## src/rtl/arb_pkg.sv

```systemverilog
// Shared definitions for the OR-request round-robin arbiter.
//   state_t : FSM state encoding (IDLE = no owner, GRANT = one owner)
//   MAX_N   : largest supported requester count
//   onehot  : binary index -> one-hot vector of MAX_N bits
package arb_pkg;

    localparam int unsigned MAX_N = 8;

    typedef enum logic {
        ST_IDLE  = 1'b0,
        ST_GRANT = 1'b1
    } state_t;

    function automatic logic [MAX_N-1:0] onehot(input logic [2:0] idx);
        return {{(MAX_N-1){1'b0}}, 1'b1} << idx;
    endfunction

endpackage

```

## src/rtl/rr_pick.sv

```systemverilog
// Round-robin priority search, purely combinational.
//   i_req   : request vector
//   i_ptr   : index where the search starts (wraps N-1 -> 0)
//   i_excl  : mask of requesters that may not be picked
//   o_found : some requester outside i_excl is active
//   o_sel   : index of the first eligible requester at or after i_ptr
module rr_pick #(
    parameter int unsigned N = 3
) (
    input  logic [N-1:0] i_req,
    input  logic [2:0]   i_ptr,
    input  logic [N-1:0] i_excl,
    output logic         o_found,
    output logic [2:0]   o_sel
);

    logic [N-1:0] w_cand;

    assign w_cand = i_req & ~i_excl;

    // Each candidate's distance from the pointer (modulo N); the nearest wins.
    always_comb begin
        int unsigned v_dist;
        int unsigned v_best;
        o_found = 1'b0;
        o_sel   = '0;
        v_dist  = 0;
        v_best  = N;
        for (int unsigned i = 0; i < N; i++) begin
            v_dist = (i >= 32'(i_ptr)) ? (i - 32'(i_ptr)) : (i + N - 32'(i_ptr));
            if (w_cand[i] && (v_dist < v_best)) begin
                v_best  = v_dist;
                o_found = 1'b1;
                o_sel   = 3'(i);
            end
        end
    end

endmodule

```

## src/rtl/or_req_arbiter.sv

```systemverilog
// Round-robin arbiter placed in front of a resource gated by the OR of all
// request lines. Grants one owner at a time, rotates fairly, and preempts an
// owner that has held the grant for MAX_HOLD cycles while others wait.
//   clk       : rising-edge clock
//   rst_n     : asynchronous active-low reset
//   req       : request vector, bit i held high while requester i needs access
//   any_req   : combinational OR of req
//   gnt       : registered one-hot grant (zero = no owner)
//   gnt_valid : registered, high when gnt is non-zero
//   gnt_id    : registered binary owner index, 0 when no owner
//   preempt   : registered one-cycle pulse when the hold timer moved the grant
module or_req_arbiter
    import arb_pkg::*;
#(
    parameter int unsigned N        = 3,
    parameter int unsigned MAX_HOLD = 8,
    parameter int unsigned CNT_W    = 4
) (
    input  logic         clk,
    input  logic         rst_n,
    input  logic [N-1:0] req,
    output logic         any_req,
    output logic [N-1:0] gnt,
    output logic         gnt_valid,
    output logic [2:0]   gnt_id,
    output logic         preempt
);

    // Last count value before the timer fires; with MAX_HOLD=0 the counter stays 0.
    localparam logic [CNT_W-1:0] HOLD_LAST = (MAX_HOLD == 0) ? '0 : CNT_W'(MAX_HOLD - 1);
    localparam logic [2:0]       LAST_IDX  = 3'(N - 1);

    state_t           r_state;
    logic [N-1:0]     r_gnt;
    logic             r_gnt_valid;
    logic [2:0]       r_gnt_id;
    logic [2:0]       r_ptr;
    logic [CNT_W-1:0] r_cnt;
    logic             r_preempt;

    state_t           w_state_nxt;
    logic [N-1:0]     w_gnt_nxt;
    logic [2:0]       w_id_nxt;
    logic [2:0]       w_ptr_nxt;
    logic [CNT_W-1:0] w_cnt_nxt;
    logic             w_pre_nxt;
    logic             w_take;

    logic             w_found;
    logic [2:0]       w_sel;
    logic [N-1:0]     w_sel_oh;
    logic [2:0]       w_ptr_after;
    logic             w_owner_req;

    assign any_req     = |req;
    assign w_owner_req = |(req & r_gnt);
    assign w_sel_oh    = N'(onehot(w_sel));
    assign w_ptr_after = (w_sel == LAST_IDX) ? '0 : (w_sel + 3'd1);

    // Excluding the current owner (r_gnt is zero in IDLE) turns o_found into
    // "someone else is waiting" while a grant is held.
    rr_pick #(
        .N (N)
    ) u_pick (
        .i_req   (req),
        .i_ptr   (r_ptr),
        .i_excl  (r_gnt),
        .o_found (w_found),
        .o_sel   (w_sel)
    );

    always_comb begin
        w_state_nxt = r_state;
        w_gnt_nxt   = r_gnt;
        w_id_nxt    = r_gnt_id;
        w_ptr_nxt   = r_ptr;
        w_cnt_nxt   = r_cnt;
        w_pre_nxt   = 1'b0;
        w_take      = 1'b0;

        unique case (r_state)
            ST_IDLE: begin
                if (w_found) begin
                    w_take = 1'b1;
                end
            end
            ST_GRANT: begin
                if (!w_owner_req) begin
                    if (w_found) begin
                        w_take = 1'b1;
                    end else begin
                        w_state_nxt = ST_IDLE;
                        w_gnt_nxt   = '0;
                        w_id_nxt    = '0;
                    end
                end else if ((MAX_HOLD != 0) && (r_cnt == HOLD_LAST) && w_found) begin
                    w_take    = 1'b1;
                    w_pre_nxt = 1'b1;
                end else if (r_cnt != HOLD_LAST) begin
                    // Saturates: a lone owner parks at HOLD_LAST and is moved
                    // on the first cycle anyone else asks.
                    w_cnt_nxt = r_cnt + 1'b1;
                end
            end
            default: begin
                w_state_nxt = ST_IDLE;
            end
        endcase

        if (w_take) begin
            w_state_nxt = ST_GRANT;
            w_gnt_nxt   = w_sel_oh;
            w_id_nxt    = w_sel;
            w_ptr_nxt   = w_ptr_after;
            w_cnt_nxt   = '0;
        end
    end

    always_ff @(posedge clk or negedge rst_n) begin
        if (!rst_n) begin
            r_state     <= ST_IDLE;
            r_gnt       <= '0;
            r_gnt_valid <= 1'b0;
            r_gnt_id    <= '0;
            r_ptr       <= '0;
            r_cnt       <= '0;
            r_preempt   <= 1'b0;
        end else begin
            r_state     <= w_state_nxt;
            r_gnt       <= w_gnt_nxt;
            r_gnt_valid <= |w_gnt_nxt;
            r_gnt_id    <= w_id_nxt;
            r_ptr       <= w_ptr_nxt;
            r_cnt       <= w_cnt_nxt;
            r_preempt   <= w_pre_nxt;
        end
    end

    assign gnt       = r_gnt;
    assign gnt_valid = r_gnt_valid;
    assign gnt_id    = r_gnt_id;
    assign preempt   = r_preempt;

endmodule

```

## config.mk

```make
export PLATFORM = sky130hd
export DESIGN_NAME = or_req_arbiter
export DESIGN_NICKNAME = d
export VERILOG_FILES = /design/src/rtl/arb_pkg.sv /design/src/rtl/rr_pick.sv /design/src/rtl/or_req_arbiter.sv
export SDC_FILE = /design/constraint.sdc
export NUM_CORES = 1
export LEC_CHECK = 0
export BUFFER_PORTS_ARGS = -buffer_cell sky130_fd_sc_hd__buf_2
export CAP_MARGIN = 40
export CORE_MARGIN = 1.5
export CORE_UTILIZATION = 31
export CTS_BUF_LIST = sky130_fd_sc_hd__clkbuf_16
export DETAILED_ROUTE_END_ITERATION = 7
export PLACE_DENSITY = 0.54
export RECOVER_POWER = 100
export SYNTH_ARGS = -nofsm -noshare
export SYNTH_HDL_FRONTEND = slang
export SYNTH_HIERARCHICAL = 1
export SYNTH_SLANG_ARGS = --single-unit
```

## constraint.sdc

```tcl
create_clock -name clk -period 10 [get_ports clk]
set_input_delay 2 -clock clk [delete_from_list [all_inputs] [get_ports clk]]
set_output_delay 2 -clock clk [all_outputs]
set_load 0.005 [all_outputs]
```

==> tab_implementation.tex <==
\begin{tabular}{lr}
\hline
Metric & Value \\
\hline
\multicolumn{2}{l}{\textbf{Status}} \\
Outcome & complete, no violations \\
\multicolumn{2}{l}{\textbf{Floorplanning}} \\
Num ports & 14 \\
Y dimension of the die & 69.1 um \\
Total die area & 0.00477 sq mm \\
Number of placement rows & 23 \\
Starting density of the core & 0.331 \\
Placeable core region & 0.00409 sq mm \\
Horiz. Die Dim & 69.1 um \\
\multicolumn{2}{l}{\textbf{Critical path}} \\
Delay of the slowest critical-path stage & 0.84 ns \\
Cells on worst reg2reg path & 19 \\
Startpoint types & input port \\
Worst EP required & 10.17 ns \\
Cell-by-cell listing of the critical path & clkbuf\_1 -> or2b\_2 -> nor2\_1 -> nand2\_1 -> inv\_1 -> ha\_1 -> o211ai\_1 -> o21ai\_0 -> mux2i\_1 -> ha\_1 -> nor4b\_1 -> nand4\_2 -> o31ai\_1 -> nor2\_1 -> or3b\_2 -> a31oi\_1 -> mux2i\_1 -> nand4b\_1 \\
WP buf/inv & 2 \\
CP endpoint kind & flop \\
Slowest CP cell & sky130\_fd\_sc\_hd\_\_o31ai\_1 \\
Worst path arrival time & 6.46 ns \\
Crit Path Class & in2reg \\
Worst r2r src & r\_ptr[1] \\
CP max FO & 9 \\
Capture instance of the worst register-to-register path & gnt\_valid \\
Worst setup slack for register-to-register paths & 4.58 ns \\
Crit path max-delay family & simple AND/OR/NAND/NOR gates \\
\multicolumn{2}{l}{\textbf{Clocking}} \\
Htree depth & 1 \\
Clock tree from TritonCTS & built \\
Post-CTS setup repair buffer count & 0 \\
Clk slew on worst S/H paths & 0.05 ns \\
Resize count post-CTS & 0 \\
Clock buffers created by TritonCTS & 3 \\
Latest clock arrival within the worst-skew pair & 0.24 ns \\
TritonCTS sink count & 16 \\
Hold buffers post-CTS & 0 \\
CTS Root Buffer Type & sky130\_fd\_sc\_hd\_\_clkbuf\_16 \\
Buffer levels on the longest clock path & 2 \\
\multicolumn{2}{l}{\textbf{Timing}} \\
Slew HR & 0.337 \\
Max Freq & 0.159 GHz \\
Final max-slew violation count & 0 \\
Number of hold violations in the final report & 0 \\
Final clock skew & 0.00244 ns \\
Final worst-path cycle share & 0.628 \\
Worst slack on hold paths & 0.493 ns \\
Total Neg Setup Slack & 0 ns \\
Min Clock Period, post-route & 6.28 ns \\
Unrepaired setup endpoints after global routing & false \\
Worst slew pin tran & 0.986 ns \\
Final setup violation count & 0 \\
\multicolumn{2}{l}{\textbf{GRT}} \\
Antenna violations before repair & 0 \\
Number of global-route vias before repair & 1028 \\
Total global-route track usage & 0.118 \\
Wire length of the first global-routing pass & 4.67 mm \\
Global route overflow & 0 \\
Pin count of the biggest net entering global routing & 17 \\
\multicolumn{2}{l}{\textbf{Power}} \\
Power density normalized to cell area & 358 mW/mm\^{}2 \\
Leakage Power & 0.709 nW \\
Max VDD drop & 0.000144 V \\
Switching power & 0.000240 W \\
Sequential share of power & 0.212 \\
Fraction of power consumed by combinational cells & 0.646 \\
Cell Int Power & 0.000300 W \\
Proportion of total power due to net switching & 0.444 \\
Share of total power in the clock network & 0.143 \\
\multicolumn{2}{l}{\textbf{Routing}} \\
Total number of vias & 1055 \\
Antenna violation net count after detailed routing & 0 \\
Aggregate routed wire length & 2.66 mm \\
DRC errors left & 0 \\
Detailed-route wire length per cell & 12.7 um \\
Drt first-iter violations & 45 \\
Vias per std cell & 5.05 \\
Number of detailed-route iterations in the first pass & 4 \\
\multicolumn{2}{l}{\textbf{Place}} \\
Final Wtd Congestion & 0.804 \\
HPWL after detailed placement & 2.16 mm \\
\# port buffers & 13 \\
\multicolumn{2}{l}{\textbf{Synth}} \\
Register bit total from synthesis & 16 \\
Cell area after synthesis & 0.00135 sq mm \\
Leading area contributor after synthesis & sky130\_fd\_sc\_hd\_\_dfrtp\_1 \\
Fraction of synthesized cell area taken by the top area cell type & 0.296 \\
Count of warnings emitted by yosys & 6 \\
Cells after Synth & 144 \\
Cell with the most instances after synthesis & sky130\_fd\_sc\_hd\_\_dfrtp\_1 \\
Post-synthesis cell type count & 54 \\
Most instantiated flip-flop cell in the synthesis netlist & sky130\_fd\_sc\_hd\_\_dfrtp\_1 \\
Share of synthesized registers carrying an async set or reset & 1.00 \\
Part of the Yosys area used for sequential elements & 0.296 \\
Post-synth top cells & sky130\_fd\_sc\_hd\_\_dfrtp\_1 (16), sky130\_fd\_sc\_hd\_\_ha\_1 (15), sky130\_fd\_sc\_hd\_\_inv\_1 (11) \\
Number of enable-type register cells in the synthesized netlist & 0 \\
Syn\_area\_per\_cell & 9.39 sq um \\
Ranking of synthesized cells by area & sky130\_fd\_sc\_hd\_\_dfrtp\_1 (30\%), sky130\_fd\_sc\_hd\_\_ha\_1 (14\%), sky130\_fd\_sc\_hd\_\_mux2i\_1 (3.7\%) \\
\multicolumn{2}{l}{\textbf{Cells and area}} \\
Final-stage net count & 180 \\
Layout cells sized above 1 & 0.151 \\
Area delta synth->final & 11.7\% \\
Antenna fix cells & 0 \\
\multicolumn{2}{l}{\textbf{Min path}} \\
End point of the most critical hold path & r\_cnt[3] \\
HP Start & r\_cnt[3] \\
Worst hold path type & reg2reg \\
Instance count along the most critical hold path & 1 \\
\multicolumn{2}{l}{\textbf{Run}} \\
Max capacitance violation total & 0 \\
\hline
\end{tabular}
## layout make-up
type	count	area, sq um
fill	439	2580
multi-input combinational	115	868
sequential	16	400
clock buffer	3	75.1
tap	50	62.6
timing repair buffer	13	58.8
inverter	11	41.3
clock inverter	1	3.75
## cell usage in the layout, fill, tap and decap left out, types with 3 or more instances in the layout
| master | instances |
|---|---|
| sky130_fd_sc_hd__nand2_1 | 10 |
| sky130_fd_sc_hd__inv_1 | 11 |
| sky130_fd_sc_hd__o31ai_1 | 3 |
| sky130_fd_sc_hd__a31oi_1 | 4 |
| sky130_fd_sc_hd__conb_1 | 4 |
| sky130_fd_sc_hd__mux2i_1 | 5 |
| sky130_fd_sc_hd__nor2_1 | 9 |
| sky130_fd_sc_hd__clkbuf_16 | 3 |
| sky130_fd_sc_hd__ha_1 | 15 |
| sky130_fd_sc_hd__buf_2 | 8 |
| sky130_fd_sc_hd__a22o_1 | 3 |
| sky130_fd_sc_hd__nand3_1 | 5 |
| sky130_fd_sc_hd__dfrtp_1 | 16 |
| sky130_fd_sc_hd__nand2b_1 | 3 |
| sky130_fd_sc_hd__nor2b_1 | 4 |
| sky130_fd_sc_hd__clkbuf_1 | 5 |
| sky130_fd_sc_hd__o21ai_0 | 7 |
| sky130_fd_sc_hd__nand3b_1 | 3 |
## worst max-delay path by stage
| stage | start | end | slack [ns] | cells after the start |
|---|---|---|---|---|
| floorplan | req[0] | gnt_valid | 4.61 | 17 |
| global placement | req[0] | gnt_valid | 4.22 | 18 |
| detailed placement | req[0] | gnt_valid | 4.10 | 17 |
| CTS | req[0] | gnt_valid | 4.35 | 17 |
| global route | req[0] | gnt_valid | 3.25 | 18 |
| finish | req[0] | gnt_valid | 3.72 | 18 |
## worst register-to-register path, cell delays in order (launching register included)
cell and delay [ns]:
sky130_fd_sc_hd__dfrtp_1 0.47, sky130_fd_sc_hd__inv_1 0.15, sky130_fd_sc_hd__ha_1 0.21, sky130_fd_sc_hd__ha_1 0.28, sky130_fd_sc_hd__inv_1 0.05, sky130_fd_sc_hd__mux2_2 0.26
sky130_fd_sc_hd__ha_1 0.21, sky130_fd_sc_hd__or2_2 0.30, sky130_fd_sc_hd__a21oi_1 0.21, sky130_fd_sc_hd__o21ai_0 0.24, sky130_fd_sc_hd__mux2i_1 0.18, sky130_fd_sc_hd__ha_1 0.22
sky130_fd_sc_hd__nor4b_1 0.37, sky130_fd_sc_hd__nand4_2 0.13, sky130_fd_sc_hd__o31ai_1 0.84, sky130_fd_sc_hd__nor2_1 0.29, sky130_fd_sc_hd__or3b_2 0.54, sky130_fd_sc_hd__a31oi_1 0.14
sky130_fd_sc_hd__mux2i_1 0.10, sky130_fd_sc_hd__nand4b_1 0.14
## power groups by stage
stage	clock network, W	logic, W	registers [W]
after floorplan	0	0.000299	0.000110
after global placement	0	0.000357	0.000116
after detailed placement	0	0.000367	0.000116
after CTS	0.0000787	0.000371	0.000115
after global routing	0.0000820	0.000397	0.000120
final	0.0000770	0.000349	0.000114
## registers in the layout (all words and copies together), names as in the netlist
name and flops:
gnt 3, r_cnt 4, r_ptr 3, r_state 1, preempt 1, gnt_valid 1
gnt_id 3
## metal layers
layer  share of wire  track usage
met1            0.49        0.152
met2            0.49        0.199
met3           0.016       0.0132
met4          0.0094       0.0523
met5               0            0
## cells by family (layout without fill, tap and decap cells)
group / after synthesis / in the layout / share of synthesized area
adder cells (fa/ha/maj): 15 / 15 / 0.139
flip-flops: 16 / 16 / 0.296
multiplexers: 7 / 7 / 0.0537
AND/OR/NAND/NOR: 55 / 55 / 0.250
other: 2 / 4 / 0.00555
XOR/XNOR: 1 / 1 / 0.00648
AO/OA/AOI/OAI: 33 / 33 / 0.199
buffers and inverters: 15 / 28 / 0.0509
## stage by stage
stage	cell area [sq um]	total power [W]	utilization	std cells	setup slack [ns]
after floorplan	1360	0.000409	-	146	4.61
after global routing	1510	0.000599	0.370	209	3.25
after detailed placement	1460	0.000483	0.357	205	4.10
after global placement	1460	0.000473	0.357	205	4.22
final	1510	0.000540	0.370	209	3.72
after CTS	1540	0.000564	0.377	209	4.35
(Power assumes the default switching activity.)
